--- config.mk ---
export PLATFORM = sky130hd
export DESIGN_NAME = vrc_sat_counter
export DESIGN_NICKNAME = d
export VERILOG_FILES = /design/src/rtl/vrc_pkg.sv /design/src/rtl/vrc_sat_counter.sv
export SDC_FILE = /design/constraint.sdc
export NUM_CORES = 1
export LEC_CHECK = 0
export CORE_UTILIZATION = 45
export CTS_CLUSTER_DIAMETER = 40
export DETAILED_ROUTE_END_ITERATION = 12
export PLACE_DENSITY = 0.74
export SYNTH_ARGS = -nofsm -noshare
export SYNTH_HDL_FRONTEND = slang
export SYNTH_SLANG_ARGS = --single-unit
--- constraint.sdc ---
create_clock -name clk -period 2.08 [get_ports clk]
set_input_delay 0.624 -clock clk [delete_from_list [all_inputs] [get_ports clk]]
set_output_delay 0.624 -clock clk [all_outputs]
set_load 0.05 [all_outputs]
--- src/rtl/vrc_pkg.sv ---
// Shared types and helpers for the vector response checker: FSM states,
// saturating increment and settle-counter sizing.
package vrc_pkg;

  typedef enum logic [2:0] {
    ST_IDLE,
    ST_WAIT_VEC,
    ST_SETTLE,
    ST_COMPARE,
    ST_DONE
  } vrc_state_e;

  // Widest counter the saturating helper supports.
  localparam int unsigned VRC_MAX_W = 64;

  // Settle counter must hold SETTLE itself; keep at least one bit when SETTLE is 0.
  function automatic int unsigned vrc_settle_width(input int unsigned settle);
    int unsigned w;
    w = $clog2(settle + 1);
    return (w < 1) ? 1 : w;
  endfunction

  function automatic logic [VRC_MAX_W-1:0] vrc_sat_inc(
    input logic [VRC_MAX_W-1:0] value,
    input int unsigned          width
  );
    logic [VRC_MAX_W-1:0] ones;
    ones = {VRC_MAX_W{1'b1}} >> (VRC_MAX_W - width);
    return (value >= ones) ? value : value + VRC_MAX_W'(1);
  endfunction

endpackage

--- src/rtl/vrc_sat_counter.sv ---
// Saturating up-counter with synchronous clear and count enable.
module vrc_sat_counter
  import vrc_pkg::*;
#(
  parameter int unsigned W = 32
) (
  input  logic         clk,
  input  logic         reset,
  input  logic         clr_i,
  input  logic         en_i,
  output logic [W-1:0] count_o
);

  logic [W-1:0] count_q;
  logic [W-1:0] count_d;

  always_comb begin
    count_d = count_q;
    if (clr_i) begin
      count_d = '0;
    end else if (en_i) begin
      count_d = W'(vrc_sat_inc(VRC_MAX_W'(count_q), W));
    end
  end

  always_ff @(posedge clk or posedge reset) begin
    if (reset) begin
      count_q <= '0;
    end else begin
      count_q <= count_d;
    end
  end

  assign count_o = count_q;

endmodule

==> out/metrics.yaml, run 1 <==
crit_path_start_kind: "flop"
nets: 290
layoutNonFillerInstCount: 334
grt_pass1_wl_mm: 9.163
vias: 1978
yosys.cell_types.count: 45
critical_path_class: "flop to flop"
timing.fmax_ghz: 0.4732
synth_cells: 195
vdd_ir_drop_max_mv: 0.4264
start_util_pct: 48.65
synth_flop_cell: "dfrtp_1"
max_stage_delay_ns: 0.48
maxSlewViolCount: 0
slew-limit-headroom_pct: 71.78
grt_max_degree: 33
synth_compound_area_share_pct: 15.78
dieArea_mm2: 0.004367
clkTransAtPathRegs_ns: 0.07
yosys_warnings: 0
syn2layout_area_growth_pct: 53.15
syn_area_mm2: 0.001848
die_w_um: 66.09
totalPowerFinal_mw: 1.330
cts_buffers: 5
gr-total-overflow: 0
tightest_slew_ns: 0.4180
synth_seq_area_share_pct: 43.33
antenna_found_initial: 0
clock-sinks: 32
cap_violations: 0
htree_levels: 2
antenna_cells: 0
grt_use_total_pct: 28.13
synth_fa_ha_area_share_pct: 0.6770
end_kind: "flop"
final.min_clock_period_ns: 2.113
cts_buffer_depth: 2
insertion_delay_ns: 0.30
ys_seq_elements: 32
wl_per_cell_um: 17.04
setup_ws_ns: -0.03347
powerDensity_mw_per_mm2: 470.0
skew_ns: 0.01264
dp_hpwl_mm: 3.599
layout-drive-gt1-share_pct: 48.95
grt_pass1_vias: 1915
period_share_pct: 101.6
routabilityCongestion: 0.7895
hold_violations: 0
cpMaxStageDelayCell: "a2111o_2"
dieHeight_um: 66.09
failed_checks: "negative setup slack"
worstPathCellList: "ha_4 -> nand4_1 -> nor4_4 -> a2111o_2 -> buf_6 -> or4_4 -> a21oi_2"
place_inst: 311
portBuffers: 35
wl_mm: 5.693
layout_commonest_cell: "buf_4"
required_ns: 2.31
drc: 0
coreArea_mm2: 0.003799
rsz0062_at_grt: "yes"
syn_avg_cell_area_um2: 9.477
worstPathArrival_ns: 2.34
largest_reg_flops: 32
synth_top_family_by_area: "simple AND/OR/NAND/NOR gates"
setup_viol: 4
firstDrtPassIters: 4
ioPinCount: 36
synthMuxAreaShare_pct: 4.130
hold-worst-slack_ns: 0.5709
rows: 22
cts_tree: "done"
power.leakage_nw: 1.241
synth-simple-area-share_pct: 28.10
cp_max_fo: 4
final_cell_mix: "80 x buf_4, 25 x dfrtp_2, 22 x nor2_1"
antenna_left: 0
synth_edf_count: 0
synthesis.nets: 200
clockRootBuffer: "clkbuf_8"
drt-vias-per-instance: 5.922
status: "finished with violations"
synthXorXnorAreaFrac_pct: 4.739
hp-class: "flop to flop"
ys_async_sr_fraction_pct: 100.0
drt_iter0_drc: 111
[Yosys cell counts (3+ instances only)]
master / instances / area (um^2)
and4_1: 7 / 61.31
o21ai_1: 3 / 15.01
nand4_1: 12 / 75.07
a21oi_1: 12 / 60.06
o31ai_1: 5 / 37.54
nand3_1: 8 / 40.04
or3_1: 4 / 25.02
dfrtp_1: 32 / 800.8
inv_1: 6 / 22.52
or4_1: 6 / 45.04
xor2_1: 6 / 52.55
nor2_1: 23 / 86.33
clkbuf_1: 4 / 15.01
mux2_1: 4 / 45.04
xnor2_1: 4 / 35.03
and3_1: 4 / 25.02
nor2b_1: 5 / 31.28
nand2_1: 13 / 48.80
o21ai_0: 3 / 15.01
[path summary, 6_finish.rpt]
check | startpoint | endpoint | slack (ns) | depth (start not counted)
min in group asynchronous | reset | count_o[12] | 0.71 | 3
max in group asynchronous | reset | count_o[10] | 1.04 | 3
worst min-delay path | count_o[16] | count_o[16] | 0.57 | 2
worst max-delay path | count_o[1] | count_o[27] | -0.03 | 7
worst min register to register | count_o[16] | count_o[16] | 0.57 | 2
worst max register to register | count_o[1] | count_o[27] | -0.03 | 7
[layout make-up]
| type | instances | area [um^2] |
|---|---|---|
| sequential | 32 | 832.0 |
| fill | 280 | 968.4 |
| multi-input combinational | 152 | 1109 |
| clock buffer | 6 | 72.57 |
| clock inverter | 2 | 35.03 |
| tap | 48 | 60.06 |
| timing repair buffer | 88 | 699.4 |
| inverter | 6 | 22.52 |
[routing by layer]
layer	GRT usage, %	vias to the layer above	wire (um)	share of wire, %
met1	36.39	979	2469	43
met4	11.17	0	137	2.4
met2	44.90	60	2799	49
met5	0	-	0	0
li1	-	923	-	-
met3	6.897	16	287	5.0
[critical path: cells and delay by family, from the launching register on]
kind                       cells  cell delay (ns)
DFF                            1             0.44
and+or+nand+nor                3             0.68
buffers and inverters          1             0.14
AOI/OAI and AO/OA              2             0.61
adders and majority gates      1             0.16
[where the power goes]
part	total, mW	switching [mW]	internal (mW)
Clock	0.601	0.246	0.355
Combinational	0.0974	0.0590	0.0383
Sequential	0.632	0.00533	0.627
[repair_timing]
item / 4_1_cts / 5_1_grt
gates cloned: 1 / 0
hold buffers: 0 / 0
resized for setup: 4 / 18
setup endpoints to repair: 13 / 20
setup buffers: 11 / 3
pin swaps: 5 / 5
[stage by stage]
step | worst slack [ns] | area (um^2) | util, % | TNS (ns)
after global routing | -0.1018 | 2830 | 74.51 | -0.8285
after global placement | -0.3710 | 2506 | 65.98 | -5.715
after detailed placement | -0.4816 | 2506 | 65.98 | -7.378
after floorplan | -0.08040 | 1921 | - | -0.5530
final | -0.03347 | 2830 | 74.51 | -0.09549
after CTS | -0.02697 | 2728 | 71.80 | -0.07665
[cell families (layout without fill, tap and decap cells)]
| group | after synthesis | count (layout) |
|---|---|---|
| simple gates | 92 | 92 |
| compound gates | 41 | 42 |
| flops | 32 | 32 |
| buf+inv | 12 | 102 |
| xor+xnor | 10 | 10 |
| mux | 7 | 7 |
| fa+ha+maj | 1 | 1 |
No activity file was read; power rests on OpenSTA's default activity.
==> run 2, diff against run 1 <==
--- a/config.mk
+++ b/config.mk
@@ -5,10 +5,12 @@
 export SDC_FILE = /design/constraint.sdc
 export NUM_CORES = 1
 export LEC_CHECK = 0
-export CORE_UTILIZATION = 45
+export CELL_PAD_IN_SITES_DETAIL_PLACEMENT = 1
+export CELL_PAD_IN_SITES_GLOBAL_PLACEMENT = 2
+export CORE_UTILIZATION = 28
 export CTS_CLUSTER_DIAMETER = 40
 export DETAILED_ROUTE_END_ITERATION = 12
-export PLACE_DENSITY = 0.74
+export PLACE_DENSITY_LB_ADDON = 0.1
 export SYNTH_ARGS = -nofsm -noshare
 export SYNTH_HDL_FRONTEND = slang
 export SYNTH_SLANG_ARGS = --single-unit
==> run 2 against run 1 <==
The flow still finishes with violations (negative setup slack); worst hold slack improved by 0.017 ns; sequential cell count did not move; critical path depth fell by 1; clock-buffer cell count rose by 2; core utilization fell by 29 points; wire length rose by 11%; sequential share of layout area fell by 0.33 points; sequential power barely moved; total power fell by 7.0%; via count fell by 1.3%; design area rose by 1.1%; die area rose by 59%; critical endpoint is now count_o[21].
==> out/metrics.yaml, run 2 (synthesized netlist as in run 1, its figures left out) <==
hp-start: "count_o[16]"
worstPathCellList: "ha_4 -> nand4_1 -> nor4_4 -> a2111o_2 -> or4_4 -> a21oi_2"
place_inst: 347  # +12%
portBuffers: 35  # unchanged
required_ns: 2.29  # -0.02 ns
gr-total-overflow: 0  # unchanged
cts_buffer_depth: 2  # unchanged
largest_reg_flops: 32  # unchanged
fin_setup_tns_ns: -0.05183  # +0.04367 ns
r2r_cells: 6  # -1
totalPowerFinal_mw: 1.236  # -7.0%
dpl_worst_slack_ns: -0.4756  # +0.005933 ns
layoutNonFillerInstCount: 370  # +11%
rsz0062_at_grt: "yes"
fillers: 730  # +160%
rows: 29  # +32%
vias: 1953  # -1.3%
setup_ws_ns: -0.02588  # +0.007589 ns
max_stage_delay_ns: 0.55  # +0.07 ns
layout_commonest_cell: "buf_4"
clock-sinks: 32  # unchanged
grt_pass1_vias: 2023  # +5.6%
layout-drive-gt1-share_pct: 48.81  # -0.15 points
dieArea_mm2: 0.006929  # +59%
dp_hpwl_mm: 4.649  # +29%
holdBufCountCts: 0  # unchanged
postPlaceCellArea_mm2: 0.002595  # +3.5%
drt_iter0_drc: 41  # -63%
hold-worst-slack_ns: 0.5884  # +0.01747 ns
routabilityCongestion: 0.7755  # -1.8%
clockRootBuffer: "clkbuf_8"
final_cell_mix: "89 x buf_4, 25 x dfrtp_2, 22 x nor2_1"
worstHoldEndpoint: "count_o[16]"
failed_checks: "negative setup slack"
syn2layout_area_growth_pct: 54.91
status: "finished with violations"
firstDrtPassIters: 4  # unchanged
worstPathArrival_ns: 2.32  # -0.02 ns
r2r_start: "count_o[0]"
setup_viol: 3  # -1
cp_max_fo: 4  # unchanged
skew_ns: 0.004430  # -0.008206 ns
wl_mm: 6.330  # +11%
period_share_pct: 101.2  # -0.36 points
final.min_clock_period_ns: 2.106  # -0.007589 ns
fin_area_mm2: 0.002863  # +1.1%
hp-class: "flop to flop"
cpMaxStageDelayCell: "or4_4"
wl_per_cell_um: 17.11  # +0.37%
grt_max_degree: 33  # unchanged
reg2reg_slack_ns: -0.03  # about the same
timing.fmax_ghz: 0.4749  # +0.36%
coreArea_mm2: 0.006350  # +67%
clkTransAtPathRegs_ns: 0.07  # about the same
antenna_found_initial: 0  # unchanged
cap_violations: 0  # unchanged
ff_latch_area_um2: 832.0  # unchanged
slew-limit-headroom_pct: 57.50  # -14 points
htree_levels: 2  # unchanged
final_util_pct: 45.08  # -29 points
maxSlewViolCount: 0  # unchanged
start_util_pct: 29.10  # -20 points
dieHeight_um: 83.24  # +26%
min_path_cells: 2  # unchanged
cts_buffers: 5  # unchanged
tightest_slew_ns: 0.6292  # +0.2112 ns
drc: 0  # unchanged
r2r-end: "count_o[21]"
crit_path_start_kind: "flop"
drt-vias-per-instance: 5.278  # -11%
end_kind: "flop"
antenna_cells: 0  # unchanged
ioPinCount: 36  # unchanged
grt_use_total_pct: 18.79  # -9.3 points
vdd_ir_drop_max_mv: 0.2273  # -47%
nets: 297  # +2.4%
critical_path_class: "flop to flop"
cts_tree: "done"
grt_pass1_wl_mm: 10.34  # +13%
powerDensity_mw_per_mm2: 431.9  # -8.1%
insertion_delay_ns: 0.28  # -0.02 ns
antenna_left: 0  # unchanged
power.leakage_nw: 1.247  # +0.51%
hold_violations: 0  # unchanged
multi_input_comb_area_mm2: 0.001091  # -1.6%
die_w_um: 83.24  # +26%
[run 2: cell type report]
class / instances / area share [%]
clock buffer: 8 / 3.147
inverter: 6 / 0.7867
multi-input combinational: 152 / 38.11
sequential: 32 / 29.06
tap: 77 / 3.365
timing repair buffer: 95 / 25.52
[run 2: metal layers]
metal | up-vias | track usage [%] | routed length [um] | part of all wire (%)
met4 | 0 | 4.702 | 58 | 0.92
met1 | 984 | 22.88 | 2799 | 44
met5 | - | 0 | 0 | 0
met3 | 6 | 3.181 | 154 | 2.4
li1 | 936 | - | - | -
met2 | 27 | 34.20 | 3317 | 52
[run 2: worst max path at each step]
stage	from	cells past startpoint	endpoint
final	count_o[0]	6	count_o[21]
after global routing	count_o[1]	7	count_o[29]
after CTS	count_o[19]	5	count_o[21]
after detailed placement	en_i	5	count_o[21]
after global placement	en_i	5	count_o[29]
after floorplan	count_o[15]	7	count_o[15]
[run 2: worst max-delay path: cells and delay by family, from the launching register on]
family	cells	cell delay, ns
and+or+nand+nor	3	0.75
AOI/OAI and AO/OA	2	0.67
adders and majority gates	1	0.17
DFF	1	0.44
[run 2: power by group]
group | total, mW | switching [mW] | internal, mW | leakage (nW)
Sequential | 0.633 | 0.00598 | 0.627 | 0.404
Clock | 0.505 | 0.235 | 0.270 | 0.0455
Combinational | 0.0990 | 0.0588 | 0.0403 | 0.797
[run 2: repair_timing]
action | CTS | global route
cloned | 1 | 0
setup buffers | 8 | 6
resized for setup | 6 | 9
pin swaps | 6 | 6
setup endpoints to repair | 17 | 14
==> run 3, diff against run 2 <==
--- a/config.mk
+++ b/config.mk
@@ -11,6 +11,7 @@
 export CTS_CLUSTER_DIAMETER = 40
 export DETAILED_ROUTE_END_ITERATION = 12
 export PLACE_DENSITY_LB_ADDON = 0.1
+export RECOVER_POWER = 100
 export SYNTH_ARGS = -nofsm -noshare
 export SYNTH_HDL_FRONTEND = slang
 export SYNTH_SLANG_ARGS = --single-unit
==> run 3 against run 2 <==
The flow still finishes with violations (negative setup slack); via count unchanged; non-clock buffer count did not move; sequential share of layout area up 0.18 points; register-to-register slack about the same; clock-buffer cell count unchanged; combinational power is 1% lower; die area is the same; critical path depth unchanged; clock skew about the same.
==> out/metrics.yaml, run 3 (synthesized netlist as in run 1, its figures left out) <==
required_ns: 2.29  # about the same
rows: 29  # unchanged
combPwrFrac_pct: 7.9  # about the same
p_clk_share_pct: 40.9  # about the same
vdd_ir_drop_max_mv: 0.2273  # about the same
failed_checks: "negative setup slack"
end_kind: "flop"
p_sw_uw: 300.3  # +0.27%
worstPathCellList: "ha_4 -> nand4_1 -> nor4_4 -> a2111o_2 -> or4_4 -> a21oi_2"
crit_start: "count_o[0]"
coreArea_mm2: 0.006350  # unchanged
rsz0062_at_grt: "yes"
wl_mm: 6.327  # about the same
start_util_pct: 29.10  # unchanged
cpMaxStageDelayCell: "or4_4"
grt_max_degree: 33  # unchanged
fillers: 734  # +0.55%
crit_path_start_kind: "flop"
status: "finished with violations"
firstDrtPassIters: 4  # unchanged
clockRootBuffer: "clkbuf_8"
critPathBufInv: 0  # unchanged
internal_power_uw: 935.9  # -0.11%
worst-path-stages: 6  # unchanged
vias: 1953  # unchanged
power.leakage_nw: 1.230  # -1.4%
timing.fmax_ghz: 0.4748  # about the same
grt_pass1_vias: 2023  # unchanged
cap_violations: 0  # unchanged
drc: 0  # unchanged
seqPwrFrac_pct: 51.2  # about the same
dpl_worst_slack_ns: -0.4756  # unchanged
dp_hpwl_mm: 4.649  # unchanged
worstPathArrival_ns: 2.32  # about the same
netSwitchingFraction_pct: 24.29  # +0.069 points
hold_violations: 0  # unchanged
cts_buffer_depth: 2  # unchanged
clock-sinks: 32  # unchanged
gr-total-overflow: 0  # unchanged
largest_reg_flops: 32  # unchanged
critical_path_class: "flop to flop"
reg2reg_slack_ns: -0.03  # about the same
grt_use_total_pct: 18.79  # unchanged
holdBufCountCts: 0  # unchanged
slew-limit-headroom_pct: 40.23  # -17 points
max_stage_delay_ns: 0.55  # about the same
grt_pass1_wl_mm: 10.34  # unchanged
tightest_slew_ns: 0.8965  # +0.2673 ns
antenna_found_initial: 0  # unchanged
htree_levels: 2  # unchanged
maxSlewViolCount: 0  # unchanged
drt-vias-per-instance: 5.278  # unchanged
powerDensity_mw_per_mm2: 434.5  # +0.60%
setup_viol: 3  # unchanged
r2r_start: "count_o[0]"
cts_buffers: 5  # unchanged
cp_max_fo: 4  # unchanged
antenna_left: 0  # unchanged
clkTransAtPathRegs_ns: 0.07  # about the same
final_util_pct: 44.81  # -0.28 points
final_cell_mix: "84 x buf_4, 25 x dfrtp_2, 22 x nor2_1"
dieHeight_um: 83.24  # unchanged
portBuffers: 35  # unchanged
r2r_cells: 6  # unchanged
r2r-end: "count_o[21]"
wl_per_cell_um: 17.10  # about the same
dieArea_mm2: 0.006929  # unchanged
layout-drive-gt1-share_pct: 47.44  # -1.4 points
endpoint: "count_o[21]"
critPathTopFamily: "simple AND/OR/NAND/NOR gates"
skew_ns: 0.004487  # +0.00005684 ns
ioPinCount: 36  # unchanged
syn2layout_area_growth_pct: 53.96
antenna_cells: 0  # unchanged
insertion_delay_ns: 0.29  # about the same
die_w_um: 83.24  # unchanged
final.min_clock_period_ns: 2.106  # +0.0001670 ns
routabilityCongestion: 0.7755  # unchanged
setup_ws_ns: -0.02605  # -0.0001670 ns
cts_tree: "done"
period_share_pct: 101.3  # about the same
layout_commonest_cell: "buf_4"
nets: 297  # unchanged
hp-class: "flop to flop"
drt_iter0_drc: 40  # -2.4%
[run 3: power groups by stage]
stage / clock network [mW] / logic (mW) / registers (mW)
3_3_place_gp: 0 / 0.0858 / 0.644
2_1_floorplan: 0 / 0.0353 / 0.659
6_report: 0.506 / 0.0979 / 0.633
3_5_place_dp: 0 / 0.0881 / 0.645
5_1_grt: 0.551 / 0.108 / 0.632
4_1_cts: 0.520 / 0.0911 / 0.632
[run 3: layer usage]
| layer | global-route usage, % | vias up | routed length (um) |
|---|---|---|---|
| li1 | - | 937 | - |
| met1 | 22.88 | 985 | 2793 |
| met2 | 34.20 | 26 | 3318 |
| met3 | 3.181 | 5 | 154 |
| met4 | 4.702 | 0 | 60 |
| met5 | 0 | - | 0 |
[run 3: repair_timing]
action | 4_1_cts | 5_1_grt
gates resized for setup | 6 | 9
pin swaps | 6 | 6
setup buffers | 8 | 6
cloned | 1 | 0
setup endpoints to repair | 17 | 14
[run 3: how the worst min path moves through the flow]
stage / start / endpoint / cells past startpoint
after floorplan: count_o[21] / count_o[21] / 2
after global placement: count_o[16] / count_o[16] / 2
after detailed placement: count_o[16] / count_o[16] / 2
after CTS: count_o[16] / count_o[16] / 2
after global routing: count_o[16] / count_o[16] / 2
final: count_o[16] / count_o[16] / 2
[run 3: worst reg2reg max path, cell delays in order (launching register included)]
cell	delay, ns
dfrtp_2	0.44
ha_4	0.17
nand4_1	0.14
nor4_4	0.06
a2111o_2	0.53
or4_4	0.55
a21oi_2	0.14
[run 3: metrics by stage]
step | total power, mW | instances | hold slack (ns) | area (um^2) | setup TNS (ns)
CTS | 1.244 | 364 | 0.5917 | 2779 | -0.01582
finish | 1.236 | 370 | 0.5841 | 2845 | -0.05233
floorplan | 0.6944 | 195 | 0.7087 | 1921 | -0.5530
detailed placement | 0.7330 | 347 | 0.5757 | 2595 | -7.613
global route | 1.291 | 370 | 0.6130 | 2845 | -0.2757
global placement | 0.7302 | 347 | 0.5388 | 2595 | -6.802
[run 3: final cells by class]
cell class	instances	area [um^2]	share of cell area [%]
Clock buffer	8	90.09	3.166
Inverter	6	22.52	0.7916
Multi-Input combinational cell	152	1091	38.35
Sequential cell	32	832.0	29.24
Tap cell	77	96.34	3.386
Timing Repair Buffer	95	713.2	25.07
